File: src/rtl/chimp_pkg.sv
// rtl/chimp_pkg.sv - shared constants, FSM encoding and LFSR step for the chimp board generator
// Ports: none (package). Used by the board generator, the control path and the VGA drawer.
package chimp_pkg;

    localparam int GRID_CELLS_DEF = 40;    // 8 cols x 5 rows
    localparam int MAX_TILES_DEF  = 31;

    // Fibonacci taps 16,14,13,11 -> state bits 15,13,12,10
    localparam logic [15:0] LFSR_TAPS     = 16'hB400;
    localparam logic [15:0] LFSR_SEED_DEF = 16'hACE1;

    typedef enum logic [1:0] {
        ST_IDLE   = 2'd0,
        ST_CLEAR  = 2'd1,
        ST_DRAW   = 2'd2,
        ST_FINISH = 2'd3
    } gen_state_t;

    function automatic logic [15:0] lfsr_next(input logic [15:0] value);
        return {value[14:0], ^(value & LFSR_TAPS)};
    endfunction

endpackage

File: src/rtl/chimp_lfsr16.sv
// rtl/chimp_lfsr16.sv - free-running 16-bit Fibonacci LFSR
// Ports: clk (clock), iKey0 (async active-high reset to SEED), oValue (current LFSR state).
module chimp_lfsr16
    import chimp_pkg::*;
#(
    parameter logic [15:0] SEED = LFSR_SEED_DEF
) (
    input  logic        clk,
    input  logic        iKey0,
    output logic [15:0] oValue
);

    always_ff @(posedge clk or posedge iKey0) begin
        if (iKey0) begin
            oValue <= SEED;
        end else begin
            oValue <= lfsr_next(oValue);
        end
    end

endmodule

File: src/rtl/chimp_board_gen.sv
// rtl/chimp_board_gen.sv - places up to MAX_TILES tiles on distinct random cells of the board
// Ports: clk, iKey0 (async reset), iStart/iCount (round request and tile count),
//        iRdIdx/oRdCell (position table lookup), oBusy, oDone (round complete pulse),
//        oWrEn/oWrIdx/oWrCell (per-tile placement strobe).
module chimp_board_gen
    import chimp_pkg::*;
#(
    parameter int          GRID_CELLS = GRID_CELLS_DEF,
    parameter int          MAX_TILES  = MAX_TILES_DEF,
    parameter logic [15:0] SEED       = LFSR_SEED_DEF
) (
    input  logic       clk,
    input  logic       iKey0,
    input  logic       iStart,
    input  logic [4:0] iCount,
    input  logic [4:0] iRdIdx,
    output logic [5:0] oRdCell,
    output logic       oBusy,
    output logic       oDone,
    output logic       oWrEn,
    output logic [4:0] oWrIdx,
    output logic [5:0] oWrCell
);

    localparam logic [5:0] CELL_LIMIT = 6'(GRID_CELLS);

    gen_state_t state, state_next;

    logic [15:0]           lfsr_value;
    logic [4:0]            cnt;
    logic [4:0]            k;
    logic [GRID_CELLS-1:0] bitmap;
    logic [5:0]            pos [0:MAX_TILES];

    logic [5:0]            cand;
    logic [63:0]           occ_wide;
    logic [GRID_CELLS-1:0] cand_mask;
    logic                  accept;
    logic                  last_tile;
    logic                  unused_lfsr_hi;

    chimp_lfsr16 #(.SEED(SEED)) u_lfsr (
        .clk    (clk),
        .iKey0  (iKey0),
        .oValue (lfsr_value)
    );

    assign cand           = lfsr_value[5:0];
    assign unused_lfsr_hi = ^lfsr_value[15:6];

    // Widened view lets any 6-bit candidate index the bitmap; cells past
    // the grid read as free but are already rejected by the range test.
    assign occ_wide  = 64'(bitmap);
    assign cand_mask = GRID_CELLS'(1) << cand;
    assign accept    = (state == ST_DRAW) && (cand < CELL_LIMIT) && !occ_wide[cand];
    assign last_tile = (({1'b0, k} + 6'd1) == {1'b0, cnt});

    assign oBusy   = (state != ST_IDLE);
    assign oRdCell = pos[iRdIdx];

    always_ff @(posedge clk or posedge iKey0) begin
        if (iKey0) begin
            state <= ST_IDLE;
        end else begin
            state <= state_next;
        end
    end

    always_comb begin
        state_next = state;
        oDone      = 1'b0;
        oWrEn      = 1'b0;
        oWrIdx     = 5'd0;
        oWrCell    = 6'd0;
        case (state)
            ST_IDLE: begin
                if (iStart) begin
                    state_next = ST_CLEAR;
                end
            end
            ST_CLEAR: begin
                state_next = (cnt == 5'd0) ? ST_FINISH : ST_DRAW;
            end
            ST_DRAW: begin
                if (accept) begin
                    oWrEn   = 1'b1;
                    oWrIdx  = k;
                    oWrCell = cand;
                    if (last_tile) begin
                        state_next = ST_FINISH;
                    end
                end
            end
            ST_FINISH: begin
                oDone      = 1'b1;
                state_next = ST_IDLE;
            end
            default: begin
                state_next = ST_IDLE;
            end
        endcase
    end

    always_ff @(posedge clk or posedge iKey0) begin
        if (iKey0) begin
            cnt    <= 5'd0;
            k      <= 5'd0;
            bitmap <= '0;
            for (int i = 0; i <= MAX_TILES; i++) begin
                pos[i] <= 6'd0;
            end
        end else begin
            if (state == ST_IDLE && iStart) begin
                cnt <= iCount;
                k   <= 5'd0;
            end
            if (state == ST_CLEAR) begin
                bitmap <= '0;
            end
            if (accept) begin
                pos[k] <= cand;
                bitmap <= bitmap | cand_mask;
                k      <= k + 5'd1;
            end
        end
    end

endmodule

File: config.mk
export PLATFORM = sky130hd
export DESIGN_NAME = chimp_board_gen
export DESIGN_NICKNAME = d
export VERILOG_FILES = /design/src/rtl/chimp_pkg.sv /design/src/rtl/chimp_lfsr16.sv /design/src/rtl/chimp_board_gen.sv
export SDC_FILE = /design/constraint.sdc
export NUM_CORES = 1
export LEC_CHECK = 0
export CAP_MARGIN = 10
export CORE_ASPECT_RATIO = 1.5
export CORE_MARGIN = 4
export CORE_UTILIZATION = 57
export CTS_BUF_LIST = sky130_fd_sc_hd__clkbuf_8
export DETAILED_ROUTE_END_ITERATION = 16
export DONT_BUFFER_PORTS = 1
export PLACE_DENSITY = 0.81
export SLEW_MARGIN = 20
export SYNTH_ARGS = -nofsm -noshare
export SYNTH_HDL_FRONTEND = slang
export SYNTH_HIERARCHICAL = 1
export SYNTH_SLANG_ARGS = --single-unit
File: constraint.sdc
create_clock -name clk -period 19.7 [get_ports clk]
set_input_delay 3.94 -clock clk [delete_from_list [all_inputs] [get_ports clk]]
set_output_delay 3.94 -clock clk [all_outputs]
set_load 0.005 [all_outputs]
**Word level (Yosys, flattened, before mapping)**

Index checks and enable logic that the tools add are counted.

- Bitwise operators: 3
- Reductions and logical operators: 12
- $lt $le $gt $ge: 5
- Equal/unequal tests: 7
- $mul: 0
- Muxes and demuxes: 24
- Add/sub/neg operators: 2
- Shifts and indexed selects: 1
- Divide/modulo/power cells: 0

Operators by type and width:

| operator | count |
|---|---|
| bitwise mux 192 bit | 1 |
| two-way mux 40 bit | 2 |
| OR 40 bit | 1 |
| left shift 1 x 6 -> 40 bit, first input constant | 1 |
| binary-select mux 6 bit (select 5 bit) | 1 |
| demux 6 bit (select 5 bit) | 1 |
| two-way mux 6 bit | 5 |
| two-way mux 5 bit | 4 |
| parity 16 bit | 1 |
| greater-or-equal comparator 6 bit, second input constant | 2 |
| NOT 5 -> 6 bit | 2 |
| one-hot mux 2 bit (4 select lines) | 1 |
| less-than comparator 6 x 7 -> 1 bit, second input constant | 1 |
| adder 5 x 1 -> 6 bit, second input constant | 1 |
| binary-select mux 1 bit (select 6 bit) | 1 |
| equality test 6 x 5 -> 1 bit | 1 |
| less-than comparator 6 x 1 -> 1 bit, second input constant | 1 |
| less-than comparator 6 bit, second input constant | 1 |
| two-way mux 2 bit | 3 |
| != test 2 bit, second input constant | 3 |
| nonzero test 2 bit | 3 |
| adder 5 x 1 -> 5 bit, second input constant | 1 |
| logical NOT 5 bit | 1 |
| two-way mux 1 bit | 5 |
| 6 further kinds | 10 |

- ROM bits: 0
- RAM bits: 0
- Output and inout port bits: 20
- Bits in latches: 0
- Register bits after elaboration: 260
- Word-level logic and storage cells: 91
- Input port bits: 13
- Memories kept: 0

**Logic depth before layout (Yosys ltp)**

Gate-level depths: netlist of run 1.

- Depth in word-level cells: 6
- Mapped depth: 11
- Depth with buffers taken out: 7

**By module**

Netlist of run 1, hierarchy kept.

Modules (own cells, without submodules):

| module | seq. area each (sq um) | area each (sq um) | cells each | times used |
|---|---|---|---|---|
| chimp_board_gen | 6105.9 | 11941.5 | 805 | 1 |
| chimp_lfsr16 | 410.4 | 440.4 | 20 | 1 |

**Worst setup path before layout of run 1**

Ideal clock, no wire load.

- Kind: input-to-output
- Start point: in iRdIdx[0]
- End point: out oRdCell[0]
- Buffers on the path: 2
- Data arrival time: 6.036 ns
- Cell stages on the path: 5
- Required time: 15.760 ns
- Setup slack: 9.724 ns
- Cells stage by stage: buf_2 > buf_1 > mux4_2 > mux4_2 > mux2_2

- Cells in the longest elaborated chain, start to end: 4

Ends and longest elaborated chain:

| element | line | source |
|---|---|---|
| start: declaration | chimp_board_gen.sv:16 | `input logic [4:0] iRdIdx,` |
| NOT 5 -> 6 bit (implied by the code) | chimp_board_gen.sv:59 | `assign oRdCell = pos[iRdIdx];` |
| binary-select mux 6 bit (select 5 bit) | chimp_board_gen.sv:59 |  |
| two-way mux 6 bit (implied by the code) (2 in a row) | chimp_board_gen.sv:59 |  |
| end: declaration | chimp_board_gen.sv:17 | `output logic [5:0] oRdCell,` |

Every way passes these cells. The select of a mux whose other input is x is not followed.

**Final worst setup path of run 1**

Ends and elaborated chain as after synthesis.

==> results, run 1 <==
- The remaining max-slew budget at the tightest pin is around a third.
- The number of cell rows is 65.
- The number of placed I/O pins is 33.
- Entering global routing, the biggest net connects 99 pins.
- Counting every net in the synthesized netlist gives around 850.
- The mapped netlist covers 0.0124 mm2.
- Clock-pin slew was measured on the worst setup and hold paths at 0.06 ns.
- Before antenna repair, the detailed router went through 5 iterations.
- Compared with the post-synthesis result, the final layout area differs by 8.28%.
- The routed design has roughly 28 mm of wire.
- The synthesized netlist contains 52 unique library cells.
- The capturing element type of the critical path is a primary output.
- The area taken by multi-input logic gates is 0.00556 mm2.
- The number of pins exceeding their max-slew limit in the final report is 0.
- The cell area power density is 92.8 mW/mm2.
- The maximum achievable frequency is 108 MHz.
- The category of the critical setup timing path is in2out.
- The data arrival at the endpoint of the critical path is 5.33 ns.
- The count of port buffers added during placement is 0.
- The worst path uses 47.1% of the clock period.
- After the first detailed-routing iteration, the DRC count stood at 444.
- The critical-path maximum fanout is 48.
- In this run the horizontal extent of the chip is ~130 um.
- The wire length of the first global-routing pass is ~46 mm.
- The count of final setup violators is 0.
- The synthesized design devotes to its leading area cell type 50.9% of total area.
- For this configuration, the core starts out at a cell density of 58.3%.
- The internal reg-to-reg setup slack is roughly 15 ns.
- The worst-case setup slack after placement is ~10 ns.
- The class of the most critical hold timing path is reg2reg.
- The aggregate global routing overflow is 0.
- The routed layout has 7217 vias.
- The critical path startpoint category is an input pin.
- For this design the static power due to leakage is 6.23 nW.
- The via count of the first global-routing pass was roughly 7900.
- Counting flops with a built-in enable in the synthesized netlist gives 0.
- The clock period minus final worst setup slack is 9.27 ns.
- The part of the Yosys area used for sequential elements is 52.6%.
- The synthesized instance count is 825.
- The cell type with the largest total area after synthesis is sky130_fd_sc_hd__dfrtp_1.
- In the final design database the tool counted approximately 840 nets.
- Including well taps, the total number of placed cells is 1039.
- The endpoint required time on the critical path is 15.76 ns.
- The insertion delay of the later-clocked pin in the worst-skew pair is 0.56 ns.
- The final critical-path setup slack is 10.43 ns.
- The detail route stage leaves a number of antenna-violating nets equal to 0.
- The height of the die is 189 um.
- The routed length per placed instance is approximately 25 um.
- The number of max-capacitance violations reported is 0.
- The final weighted congestion in routability-driven placement is 0.981.
- The run finished with clean final reports.
- The footprint of the flip-flops and latches is 0.00652 mm2.
- The completed layout was analyzed and its total power is between 1 and 1.5 mW.
- For this run, design rule violations remaining after detail routing come to 0.
- The number of hold violations in the final report is 0.
- The most instantiated flip-flop cell in the synthesis netlist is sky130_fd_sc_hd__dfrtp_1.
- The count of H-tree levels built during CTS is 2.
- The tightest hold path in the finished design has a slack of approximately 0.36 ns.
- The half-perimeter wire length of the detailed placement result is 18.9 mm.
- Setup total negative slack on the finished layout was measured at 0 ns.
- The layout has 1497 filler cells.
- The number of diodes added for antenna fixing is 0.
- Setup repair after global routing left no endpoint under its margin.
- The transition at the pin with the smallest max-transition slack is 0.989 ns.
- The die area is approximately 0.024 mm2.
- By area the synthesized netlist is led by sky130_fd_sc_hd__dfrtp_1 51%, sky130_fd_sc_hd__mux2_2 17%, sky130_fd_sc_hd__mux4_2 12%.
- The async set-reset flop share out of synthesis is 100%.
- The clock buffer count from CTS is 40.
- In this run the clock root is driven by a sky130_fd_sc_hd__clkbuf_8.
- The post-cts hold buffer count is 0.
- For the final database, setup skew stands at 0.0409 ns.
- After detailed routing, the number of vias per cell comes to 6.48.
- The global-route usage over all layers is between 20% and 30%.
- The number of warnings reported in the yosys synthesis log is 6.
- The share of post-route cells with drive strength above 1 is 44.4%.
- The clock sink count is 260.
- The number of instances resized during post-cts repair is 0.
- The TritonCTS clock tree is built.
- The number of buffers between clock root and the deepest sink is 3.
- The worst IR drop on VDD is 0.0000756 V.
- The number of antenna violations at the first check in global routing is 0.
- Averaged over all synthesized cells, the footprint is ~15 um2.
- The finished layout holds 1113 standard cells, fillers aside.
- Counting flops and latches in the post-synthesis netlist gives between 200 and 300.
- Buffers added to address setup during post-CTS repair amount to 0.
- The total area inside the core boundary comes to 0.0212 mm2.
## where the power goes
group | switching, mW | total, mW | internal (mW)
logic | 0.138 | 0.201 | 0.0629
registers | 0.0231 | 0.570 | 0.547
clock network | 0.212 | 0.473 | 0.260
total | 0.374 | 1.24 | 0.870
## logic make-up (layout without fill, tap and decap cells)
| family | count (synthesis) | in the layout | synth area share [%] |
|---|---|---|---|
| flops | 260 | 260 | 52.6 |
| simple gates | 135 | 135 | 8.02 |
| buf+inv | 74 | 94 | 2.52 |
| fa+ha+maj | 9 | 9 | 0.909 |
| mux | 281 | 281 | 31.6 |
| xor+xnor | 7 | 7 | 0.495 |
| compound gates | 59 | 59 | 3.85 |
## worst max-delay path, cell delays in order
cell and delay, ns:
sky130_fd_sc_hd__mux4_2 0.52, sky130_fd_sc_hd__mux4_2 0.52, sky130_fd_sc_hd__mux2_2 0.31
## synthesized netlist by cell type (all sizes together), types with 4 or more instances
library cell and count:
nand3 42, nor3 35, o2bb2ai 8, nand2b 9, clkbuf 46, ha 9, dfrtp 252, mux4 67
and2 10, inv 10, mux2 207, nor2 7, nand2 12, mux2i 7, buf 18, xnor2 4
o21a 32, dfstp 8
## area by class of cell
| cell class | instances | area share [%] |
|---|---|---|
| tap | 268 | 2.50 |
| clock inverter | 20 | 0.980 |
| multi-input combinational | 491 | 41.4 |
| timing repair buffer | 10 | 0.560 |
| inverter | 10 | 0.355 |
| sequential | 260 | 48.6 |
| clock buffer | 54 | 5.54 |
## through the flow
stage	instance area, um2	util, %
floorplan	12400	-
global placement	12500	59.0
detailed placement	12500	59.0
CTS	13400	63.1
global route	13400	63.2
finish	13400	63.2
## cell usage in the layout, fill, tap and decap left out, drive strengths merged, types with 9 or more instances in the layout
master,count
clkbuf,54
dfrtp,252
inv,18
buf,10
clkinv,9
and2,10
nand3,42
mux2,207
nand2b,9
ha,9
o21a,32
nor3,35
nand2,12
mux4,67
## registers in the layout, summed over array words and instances (netlist names)
signal / count
state: 2
k: 5
bitmap: 40
u_lfsr/oValue: 16
cnt: 5
pos: 192
## final timing paths
check | from | to | depth (start not counted)
max | iRdIdx[0] | oRdCell[0] | 3
min | u_lfsr/oValue[9] | u_lfsr/oValue[10] | 0
max reg2reg | u_lfsr/oValue[0] | pos[74] | 8
min reg2reg | u_lfsr/oValue[9] | u_lfsr/oValue[10] | 0
max in group asynchronous | iKey0 | pos[38] | 3
min in group asynchronous | iKey0 | u_lfsr/oValue[12] | 1
## per-layer routing
layer / vias to the layer above / share of wire (%) / global-route usage [%]
met2: 249 / 52 / 40.8
met1: 3820 / 38 / 30.0
met3: 79 / 5.3 / 5.02
li1: 3069 / - / -
met4: 0 / 4.6 / 10.9
met5: - / 0 / 0
No activity file was read; power rests on OpenSTA's default activity.
==> run 2, diff against run 1 <==
==> constraint.sdc (replaced) <==
create_clock -name clk -period 9.4 [get_ports clk]
set_input_delay 1.88 -clock clk [delete_from_list [all_inputs] [get_ports clk]]
set_output_delay 1.88 -clock clk [all_outputs]
set_load 0.005 [all_outputs]
==> results, run 2 (synthesis gave the netlist of run 1 again) <==
- The leakage power is 6.21 nW (-0.45%).
- The post-detailed-route DRC marker count came to 0 (unchanged).
- The number of instances resized during post-cts repair came to 0 (unchanged).
- The number of pins exceeding their max-slew limit in the final report is 0 (unchanged).
- The chip width came to 128 um (unchanged).
- The final hold slack is 0.348 ns (-0.00728 ns).
- The per-cell via count in the routed design is 6.40 (-1.3%).
- The register bank with the most flops is pos.
- The category of the critical setup timing path is reg2out.
- The die area is 0.0242 mm2 (unchanged).
- The count of port buffers added during placement is 0 (unchanged).
- STA classifies the critical path endpoint as a primary output.
- The routed length per placed instance is 23.4 um (-7.5%).
- The pin count of the biggest net entering global routing came to 152 (+54%).
- The post-cts hold buffer count came to 0 (unchanged).
- The internal power is 1.79 mW (+110%).
- The number of buffers between clock root and the deepest sink came to 3 (unchanged).
- Leaving out fill and tap cells, the most frequent cells in the layout are 251 x sky130_fd_sc_hd__dfrtp_1, 191 x sky130_fd_sc_hd__mux2_2, 67 x sky130_fd_sc_hd__mux4_2.
- The insertion delay of the later-clocked pin in the worst-skew pair is 0.55 ns (about the same).
- The run finished with clean final reports.
- The number of max-capacitance violations reported is 0 (unchanged).
- The area of the core region is 0.0212 mm2 (unchanged).
- The clock sink count came to 260 (unchanged).
- The post-CTS setup-driven buffer insertion count is 0 (unchanged).
- The number of nets with antenna violations after detailed routing is 0 (unchanged).
- The path class of the tightest hold or removal check is reg2reg.
- The total length of routed wires is 25.9 mm (-8.0%).
- The power spent charging and discharging nets was 765 uW (+100%).
- The cell area power density is 192 mW/mm2 (+110%).
- The maximum achievable frequency is 170 MHz.
- The count of H-tree levels built during CTS is 2 (unchanged).
- The part of the total power dissipated in sequential elements is 46.8% (+1.0 points).
- The data arrival at the endpoint of the critical path is 4.01 ns (-1.32 ns).
- The count of TritonRoute iterations in the first routing pass came to 5 (unchanged).
- The final weighted congestion in routability-driven placement is 0.809 (-18%).
- The number of hold violations in the final report is 0 (unchanged).
- The TritonCTS clock tree is built.
- The endpoint required time on the critical path is 7.52 ns (-8.24 ns).
- The count of final setup violators came to 0 (unchanged).
- The via count of the first global-routing pass was 7887 (-0.48%).
- The part of the total power dissipated in the clock network was 37.5% (-0.5 points).
- The commonest non-fill, non-tap cell in the layout is sky130_fd_sc_hd__dfrtp_1.
- The half-perimeter wire length of the detailed placement result came to 17.0 mm (-10%).
- The height of the die is 189 um (unchanged).
- In the final layout, the registers with the most flip-flops are pos (192), bitmap (40), u_lfsr/oValue (16).
- The clock skew is 0.0291 ns (-0.0118 ns).
- The final critical-path setup slack is 3.51 ns (-6.92 ns).
- The number of antenna violations at the first check in global routing is 0 (unchanged).
- The worst IR drop on VDD was 0.000107 V (+42%).
- The violation count after the first detailed-routing iteration was 369 (-17%).
- The clock period minus final worst setup slack is 5.89 ns.
- The layout filler cell count came to 1499 (+0.13%).
- The wire length of the first global-routing pass is 42.8 mm (-6.3%).
- The aggregate global routing overflow is 0 (unchanged).
- The net switching share of the total power is 29.9% (-0.13 points).
- The initial standard-cell utilization of the core came to 58.3% (unchanged).
- The post-route setup TNS is 0 ns (unchanged).
- The worst-case setup slack after placement is 4.05 ns (-6.44 ns).
- The worst setup path is launched from a flip-flop.
- Setup repair after global routing left no endpoint under its margin.
- The critical-path maximum fanout came to 49 (+2.1%).
- The clock buffer count from CTS was 41 (+2.5%).
- The number of placed I/O pins is 33 (unchanged).
- The number of diodes added for antenna fixing is 0 (unchanged).
- The clock input transition at the sequential cells of the worst setup and hold paths is 0.06 ns (about the same).
- In the finished design, the share of the clock period the worst path needs comes to 62.7%.
- The remaining max-slew budget at the tightest pin is 27.7% (-6.4 points).
- The total number of nets in the final design is 831 (-0.48%).
- The share of post-route cells with drive strength above 1 is 43.9% (-0.52 points).
- The via total after detailed routing is 7088 (-1.8%).
- Compared with the post-synthesis result, the final layout area differs by 7.79%.
- The part of the total power dissipated in combinational logic is 15.8% (-0.4 points).
- CTS placed an instance of sky130_fd_sc_hd__clkbuf_8 at the clock tree root.
- The transition at the pin with the smallest max-transition slack is 1.08 ns (+0.0939 ns).
- The flip-flop count of the largest register after layout is 192 (unchanged).
- The global-route usage over all layers is 22.5% (-1.7 points).
- The number of cell rows is 65 (unchanged).
## run 2: changes by cell type in the layout (fill, tap and decap cells not counted), sizes merged
cell,previous run,this run
buf,10,5
inv,18,21
bufinv,1,0
clkinvlp,2,1
clkinv,9,7
## run 2: area by class of cell
type	instances	area [um2]	area share, %
inverter	10	52.6	0.394
clock buffer	54	743	5.57
tap	268	335	2.51
sequential	260	6520	48.8
multi-input combinational	491	5560	41.7
clock inverter	19	95.1	0.712
timing repair buffer	5	41.3	0.309
## run 2: critical path: stages (launching register included)
cell	delay, ns
sky130_fd_sc_hd__dfstp_2	1.14
sky130_fd_sc_hd__mux4_2	0.60
sky130_fd_sc_hd__mux2_2	0.28
sky130_fd_sc_hd__a221oi_2	0.38
sky130_fd_sc_hd__o41ai_4	0.15
sky130_fd_sc_hd__inv_4	0.63
sky130_fd_sc_hd__and2_1	0.25
## run 2: worst paths after layout
check / start / endpoint / slack [ns] / cells past startpoint
setup / recovery: u_lfsr/oValue[0] / oWrIdx[3] / 3.51 / 6
hold / removal: u_lfsr/oValue[14] / u_lfsr/oValue[15] / 0.35 / 0
setup reg to reg: u_lfsr/oValue[0] / pos[12] / 5.13 / 7
hold reg to reg: u_lfsr/oValue[14] / u_lfsr/oValue[15] / 0.35 / 0
max in group asynchronous: iKey0 / pos[73] / 6.75 / 2
min in group asynchronous: iKey0 / u_lfsr/oValue[8] / 1.26 / 1
## run 2: metal layers
layer	global-route usage [%]	vias up	wire (um)
met5	0	-	0
met4	8.54	0	720
met3	3.66	53	1070
met2	39.4	182	14300
met1	27.8	3790	9810
li1	-	3063	-
## run 2: power by group through the flow
| stage | logic, mW | registers (mW) | clock network [mW] |
|---|---|---|---|
| 2_1_floorplan | 0.362 | 1.19 | 0 |
| 3_3_place_gp | 0.381 | 1.21 | 0 |
| 3_5_place_dp | 0.402 | 1.21 | 0 |
| 4_1_cts | 0.404 | 1.19 | 0.977 |
| 5_1_grt | 0.437 | 1.20 | 1.03 |
| 6_report | 0.403 | 1.20 | 0.958 |
## run 2: metrics by stage
stage / cells / cell area [um2] / util [%] / total power [mW]
after CTS: 1107 / 13300 / 62.8 / 2.58
after global placement: 1034 / 12500 / 58.9 / 1.59
after detailed placement: 1034 / 12500 / 58.9 / 1.62
after floorplan: 825 / 12400 / - / 1.55
final: 1107 / 13300 / 62.9 / 2.56
after global routing: 1107 / 13300 / 62.9 / 2.66
